File: config.mk
export PLATFORM = sky130hd
export DESIGN_NAME = booth_multiplier_8bit
export DESIGN_NICKNAME = d
export VERILOG_FILES = /design/src/rtl/booth_multiplier_8bit.sv
export SDC_FILE = /design/constraint.sdc
export NUM_CORES = 1
export LEC_CHECK = 0
export CORE_ASPECT_RATIO = 1.5
export CORE_MARGIN = 2
export CORE_UTILIZATION = 54
export CTS_BUF_LIST = sky130_fd_sc_hd__clkbuf_16
export CTS_CLUSTER_SIZE = 30
export DETAILED_ROUTE_END_ITERATION = 10
export PLACE_DENSITY_LB_ADDON = 0.3
export SKIP_CTS_REPAIR_TIMING = 1
export SLEW_MARGIN = 20
export SYNTH_ARGS = -nofsm -noshare
export SYNTH_HDL_FRONTEND = slang
export SYNTH_SLANG_ARGS = --single-unit
File: constraint.sdc
create_clock -name clk -period 2.65 [get_ports clk]
set_clock_uncertainty 0.15 [all_clocks]
set_input_delay 0.53 -clock clk [delete_from_list [all_inputs] [get_ports clk]]
set_output_delay 0.53 -clock clk [all_outputs]
set_load 0.01 [all_outputs]
File: src/rtl/booth_multiplier_8bit.sv
// rtl/booth_multiplier_8bit.sv - sequential radix-2 Booth multiplier, 8x8 signed -> 16-bit signed
//
// eight_bit_adder_subtractor: combinational 8-bit add (opcode=0) / subtract A-B (opcode=1)
//   A, B      : 8-bit operands
//   opcode    : 0 = A+B, 1 = A-B
//   sum       : 8-bit result
//   carry     : carry out of the 9-bit internal sum
//   overflow  : signed two's-complement overflow of the 8-bit result
//
// booth_multiplier_8bit: one multiply per start, eight iterations through one adder/subtractor
//   clk, rst_n   : clock, asynchronous active-low reset
//   start        : launch request, sampled only in IDLE
//   multiplicand : signed M, captured on the accepting edge
//   multiplier   : signed Q, captured on the accepting edge
//   product      : signed M*Q, updated only when the last iteration completes
//   busy         : high while iterating
//   done         : one-cycle completion pulse

module eight_bit_adder_subtractor (
  input  logic [7:0] A,
  input  logic [7:0] B,
  input  logic       opcode,
  output logic [7:0] sum,
  output logic       carry,
  output logic       overflow
);

  logic [7:0] b_eff;
  logic [8:0] full;

  // Subtraction is A + ~B + 1; overflow is judged on the effective addend.
  always_comb begin
    b_eff    = opcode ? ~B : B;
    full     = {1'b0, A} + {1'b0, b_eff} + {8'b0, opcode};
    sum      = full[7:0];
    carry    = full[8];
    overflow = (A[7] == b_eff[7]) && (full[7] != A[7]);
  end

endmodule

module booth_multiplier_8bit (
  input  logic        clk,
  input  logic        rst_n,
  input  logic        start,
  input  logic [7:0]  multiplicand,
  input  logic [7:0]  multiplier,
  output logic [15:0] product,
  output logic        busy,
  output logic        done
);

  typedef enum logic [1:0] {
    IDLE = 2'd0,
    RUN  = 2'd1,
    DONE = 2'd2
  } state_t;

  state_t      state_q, state_d;
  logic [7:0]  acc_q, acc_d;
  logic [7:0]  q_q, q_d;
  logic        qm1_q, qm1_d;
  logic [7:0]  m_q, m_d;
  logic [3:0]  count_q, count_d;
  logic [15:0] product_q, product_d;
  logic        busy_q, busy_d;
  logic        done_q, done_d;

  logic [1:0]  booth_bits;
  logic        add_op;
  logic [7:0]  add_sum;
  logic        add_ovf;
  logic        unused_carry;
  logic [7:0]  r;
  logic        v;
  logic [7:0]  acc_shift;
  logic [7:0]  q_shift;

  assign booth_bits = {q_q[0], qm1_q};
  assign add_op     = (booth_bits == 2'b10);

  eight_bit_adder_subtractor u_addsub (
    .A        (acc_q),
    .B        (m_q),
    .opcode   (add_op),
    .sum      (add_sum),
    .carry    (unused_carry),
    .overflow (add_ovf)
  );

  // State register and datapath flops.
  always_ff @(posedge clk or negedge rst_n) begin
    if (!rst_n) begin
      state_q   <= IDLE;
      acc_q     <= 8'h00;
      q_q       <= 8'h00;
      qm1_q     <= 1'b0;
      m_q       <= 8'h00;
      count_q   <= 4'd0;
      product_q <= 16'h0000;
      busy_q    <= 1'b0;
      done_q    <= 1'b0;
    end else begin
      state_q   <= state_d;
      acc_q     <= acc_d;
      q_q       <= q_d;
      qm1_q     <= qm1_d;
      m_q       <= m_d;
      count_q   <= count_d;
      product_q <= product_d;
      busy_q    <= busy_d;
      done_q    <= done_d;
    end
  end

  // Next-state logic.
  always_comb begin
    state_d = state_q;
    case (state_q)
      IDLE:    if (start) state_d = RUN;
      RUN:     if (count_q == 4'd7) state_d = DONE;
      DONE:    state_d = IDLE;
      default: state_d = IDLE;
    endcase
  end

  // Outputs are registered from the next state so busy/done carry no comb path.
  always_comb begin
    busy_d = (state_d == RUN);
    done_d = (state_d == DONE);
  end

  // Booth iteration datapath.
  always_comb begin
    acc_d     = acc_q;
    q_d       = q_q;
    qm1_d     = qm1_q;
    m_d       = m_q;
    count_d   = count_q;
    product_d = product_q;

    if (booth_bits == 2'b01 || booth_bits == 2'b10) begin
      r = add_sum;
      v = add_ovf;
    end else begin
      r = acc_q;
      v = 1'b0;
    end

    // On 8-bit overflow r[7] is the wrong sign of the true 9-bit value, so
    // flipping it recovers the correct shifted-in sign bit.
    acc_shift = {r[7] ^ v, r[7:1]};
    q_shift   = {r[0], q_q[7:1]};

    case (state_q)
      IDLE: begin
        if (start) begin
          acc_d   = 8'h00;
          q_d     = multiplier;
          qm1_d   = 1'b0;
          m_d     = multiplicand;
          count_d = 4'd0;
        end
      end
      RUN: begin
        acc_d = acc_shift;
        q_d   = q_shift;
        qm1_d = q_q[0];
        if (count_q == 4'd7) begin
          product_d = {acc_shift, q_shift};
        end else begin
          count_d = count_q + 4'd1;
        end
      end
      default: begin
      end
    endcase
  end

  assign product = product_q;
  assign busy    = busy_q;
  assign done    = done_q;

endmodule

Word-level counts from Yosys, hierarchy flattened. Index checks and enable logic that the tools add are counted. W data, S select, Z words.

Add/subtract/negate cells: 3. Multipliers: 0. Div/mod/pow operators: 0. $lt $le $gt $ge: 0. Equal/unequal tests: 10. Shift operators: 0. Mux-type cells: 15. Bitwise logic cells: 2. Reductions and logical operators: 8.

Operators with widths (count): $mux W8 (4); $pmux W8 S2 (2); $add A8 B1 Y8 (1); $add A8 B8 Y8 (1); $mux W4 (2); $not A8 Y8 (1); $pmux W4 S2 (1); $eq A2 B1 Y1 const B (3); $reduce_and A2 Y1 (3); $add A4 B1 Y4 const B (1); $eq A2 B2 Y1 const B (2); $eq A4 B3 Y1 const B (1); $mux W2 (2); $ne A2 B2 Y1 const B (2); $pmux W2 S2 (1); $reduce_and A3 Y1 (1); $logic_not A2 Y1 (1); $mux W1 (2); $pmux W1 S2 (1); $reduce_bool A2 Y1 (1); $eq A1 B1 Y1 (1); $logic_and A1 B1 Y1 (1); $logic_or A1 B1 Y1 (1); $ne A1 B1 Y1 (1); $xor A1 B1 Y1 (1).

Register bits after elaboration: 49. Bits in latches: 0. Bits in writable memories: 0. Memory bits (read-only): 0. Bits of input ports: 19. Output and inout port bits: 18. Logic and storage cells: 47. Memories: 0.

Logic depth before layout (Yosys ltp).
Word-level depth: 9. Depth in mapped cells: 11. Mapped depth without buffers: 10.

By module. From an unflattened synthesis, not the netlist that was laid out.

Cells, all modules: 238. Area total of the unflattened synthesis: 2580.0 µm².

By module, submodules not included: booth_multiplier_8bit (instances 1, cells an instance 178, area an instance 2109.5 µm², seq. area each 1226.2 µm²); eight_bit_adder_subtractor (instances 1, cells an instance 60, area an instance 470.5 µm², seq. area each 0.0 µm²).

Worst setup path before layout. Ideal clock, no wire load.

Kind: reg2reg. Start point: register q_q[0]. End point: register product_q[14], in the netlist product[14]. Setup time: 0.128 ns. Data arrival time: 2.122 ns. Required time: 2.372 ns. Setup slack: 0.250 ns. Cell stages (with the launch flop): 10. Path buffers: 1. Clock period less this slack: 2.400 ns. Cell sequence: dfrtp_1 > ha_1 > buf_6 > xor2_1 > ha_1 > a21oi_1 > o22ai_2 > a2111o_1 > nand4_1 > nand3_1.

Longest elaborated chain between the ends: 5. Elaborated cells between the ends (all ways): 7. Classes of those cells: 2 x add/sub; 2 x eq/ne; 2 x mux; 1 x reduce/logical.

RTL lines: start, declared (RTL line 61) `logic [7:0] q_q, q_d;`; start signal, assigned (RTL line 106) `q_q <= q_d;`; $eq A2 B2 Y1 (RTL line 80, 142); $mux W8 (RTL line 33) `b_eff = opcode ? ~B : B;`; $add A8 B8 Y8 (RTL line 34) `full = {1'b0, A} + {1'b0, b_eff} + {8'b0, opcode};`; $add A8 B1 Y8 (RTL line 34); $mux W8 * (RTL line 142) `if (booth_bits == 2'b01 || booth_bits == 2'b10) begin`; end signal, assigned (RTL line 110) `product_q <= product_d;`; end, declared (RTL line 65) `logic [15:0] product_q, product_d;`.

Mark *: on every way between the ends. The rest lies on a longest branch, timed or not. A chain may end at the register's enable or synchronous reset.

Worst setup path in the final report.
Start point: register q_q[0]. End point: register product_q[11], in the netlist product[11].

The elaborated chain is that of the path after synthesis.

==> results.md <==
- Status: finished, final reports clean
- Setup TNS Final: 0 ns
- CTS buffer count: 5
- Die H: 87.5 um
- Post-route setup slack: 0.172 ns
- Grt peak-use layer: met2
- Met3 global-route usage: 0.0446
- CP Launch Type: register
- Max_slew headroom: 0.437
- Slew Limit Fails: 0
- Worst skew pair latency: 0.29 ns
- Area share of the largest cell type after synthesis: 0.489
- Final period util: 0.935
- IO buf count: 36
- Vias: 1968
- HP Class: in -> async
- Sequential power share: 0.305
- Crit Path Class: reg -> reg
- Pre-antenna DRT Iters: 4
- Vias in the first global route: 2016
- Area Growth Syn to Fin: 26.0%
- CTS sink count: 49
- Top cells by count, synth: 49 x dfrtp_1, 46 x nand2_1, 29 x o21ai_0
- Critical path capture point type: register
- Combinational Power Share: 0.538
- Max_cap viols: 0
- Pin slew with the least headroom to its limit: 0.842 ns
- DRC viols: 0
- Vias/cell: 5.74
- RR Endpoint: product[11]
- Root buffer cell: clkbuf_16
- Critical Path AT: 2.49 ns
- Switching Fraction: 0.409
- Cell Area, Synth: 2510 um^2
- Min Tclk post-route: 2.48 ns
- Grt total ovfl: 0
- Switching pwr: 1.88 mW
- TritonCTS clock tree: done
- Post-Route WL: 5260 um
- Max Fclk: 403 MHz
- Post-synth EDFFs: 0
- Worst-path cell chain: ha_4 -> mux2i_2 -> inv_1 -> fa_1 -> a21o_1 -> a21oi_1 -> xnor2_1 -> mux2i_1 -> o21ai_0
- CP peak stage delay: 0.44 ns
- Critical Path Fanout Max: 9
- Ys Warns: 0
- # setup viols final: 0
- Unrepaired setup endpoints after global routing: no
- Syn_area_per_cell: 9.91 um^2
- Initial core utilization: 0.557
- Asr flop ratio synth: 1.00
- GPL Wtd Cong: 0.844
- Hpwl dp: 3840 um
- Detail Route Antenna Nets: 0
- Row cnt: 30
- Synth area leaders: dfrtp_1 49%, nand2_1 6.9%, o21ai_0 5.8%, ha_1 5.0%, mux2_2 3.6%
- Critical Path RT: 2.66 ns
- Top Ports: 37
- Sequential share of the synthesized area: 0.489
- Pint: 2.72 mW
- Nets@finish: 324
- FF-to-FF setup slack: 0.17 ns
- # H-tree levels: 2
- Dpl ws: -0.0484 ns
- Flip-flop and latch count after synthesis: 49
- Initial antenna violation count: 0
- Core Util, Final: 0.701
- LEAKAGE: 1.42 nW
- Top FF cell, synth: dfrtp_1
- Layout cells sized above 1: 0.132
- Gr usage total: 0.229
- Core area: 4500 um^2
- FF-to-FF path depth: 9
- Slowest library cell on the worst path: dfrtp_1
- Reg2reg start: q_q[0]
- Met1 usage: 0.249
- GR Util met2: 0.422
- Pwr Density: 1460 nW/um^2
- Clock power frac: 0.157
- DIE WIDTH: 59.6 um
- Final Hold Vio Count: 0
- Most frequent cell after synthesis: dfrtp_1
- Post-Synthesis Cells: 253
- Maximum number of pins on one net before global-route repair: 50
- Drt wl/cell: 15.3 um
- CTS Buffer Depth: 2
- Die area: 5220 um^2
- Synth unique cells: 40
- VDD IR-drop max: 0.000667 V
- Leading area contributor after synthesis: dfrtp_1
- CTS clock-pin slew for the worst setup and hold paths: 0.06 ns
- PnR Total Power: 4.60 mW
- Ant diodes: 0
- Synthesized Nets: 283
- First-pass GRT wire length: 8980 um
- Drt initial violations: 119
==> area by class of cell <==
| class | count | area [um^2] |
|---|---|---|
| multi-input cells | 187 | 1250 |
| fillers | 345 | 1350 |
| inverters | 6 | 22.5 |
| well taps | 48 | 60.1 |
| repair buffers | 45 | 435 |
| flip-flops and latches | 49 | 1230 |
| clock inverters | 3 | 43.8 |
| clock buffers | 5 | 125 |
==> routing by layer <==
layer	routed length [um]	vias to the layer above
met3	156	12
met1	2040	951
met4	139	0
li1	-	956
met2	2920	49
met5	0	-
==> critical path, delay by kind of cell (launching register included) <==
family	cells	cell delay (ns)
muxes	2	0.36
adders and majority gates	2	0.65
xor gates and xnor gates	1	0.10
DFF	1	0.44
buffers and inverters	1	0.08
AOI/OAI and AO/OA	3	0.56
==> flip-flops by register name (all words and copies together) (netlist names) <==
register,count
acc_q,8
busy,1
count_q,4
done,1
m_q,8
product,16
q_q,8
qm1_q,1
state_q,2
==> cells in the final DEF (no fill, tap or decap), types with 2 or more instances in the layout <==
| cell | netlist | final |
|---|---|---|
| nand2_1 | 46 | 46 |
| nor3_1 | 3 | 3 |
| inv_1 | 5 | 5 |
| o21ai_0 | 29 | 28 |
| nor2b_1 | 13 | 13 |
| a21oi_1 | 17 | 17 |
| mux2_2 | 8 | 8 |
| a22oi_1 | 8 | 8 |
| xnor2_1 | 4 | 4 |
| ha_1 | 10 | 9 |
| xor2_2 | 0 | 4 |
| dfrtp_1 | 49 | 49 |
| clkbuf_16 | 0 | 5 |
| xor2_1 | 10 | 6 |
| nand4_1 | 4 | 4 |
| nand3_1 | 3 | 3 |
| nor2_1 | 7 | 7 |
| clkdlybuf4s50_1 | 0 | 35 |
| a21o_1 | 2 | 2 |
| buf_4 | 0 | 8 |
| mux2i_1 | 4 | 4 |
==> power by group through the flow <==
stage / clock (mW) / combinational (mW) / sequential [mW]
2_1_floorplan: 0 / 1.69 / 1.37
3_3_place_gp: 0 / 2.32 / 1.40
3_5_place_dp: 0 / 2.40 / 1.40
4_1_cts: 0.733 / 2.42 / 1.39
5_1_grt: 0.774 / 2.79 / 1.45
6_report: 0.723 / 2.47 / 1.40
==> per-stage QoR <==
step	instances	instance area, um^2	hold WS, ns
2_1_floorplan	253	2510	0.0844
6_report	343	3160	0.0609
5_1_grt	343	3160	0.0930
3_3_place_gp	334	2940	0.310
3_5_place_dp	334	2940	0.316
4_1_cts	342	3110	0.0800
==> worst max-delay path by stage <==
stage            from           to  slack, ns  cells after the start
5_1_grt         qm1_q  product[10]       0.03                     10
3_5_place_dp    qm1_q     acc_q[6]      -0.05                      9
3_3_place_gp    qm1_q  product[14]       0.05                      9
4_1_cts         qm1_q     acc_q[6]      -0.08                      9
2_1_floorplan  q_q[0]  product[14]       0.25                      9
6_report       q_q[0]  product[11]       0.17                      9
==> logic make-up after synthesis <==
logic type / synth area share
simple gates: 0.154
flops: 0.489
xor+xnor: 0.0489
buf+inv: 0.0309
mux: 0.0574
fa+ha+maj: 0.0579
compound gates: 0.162
(Power assumes the default switching activity.)
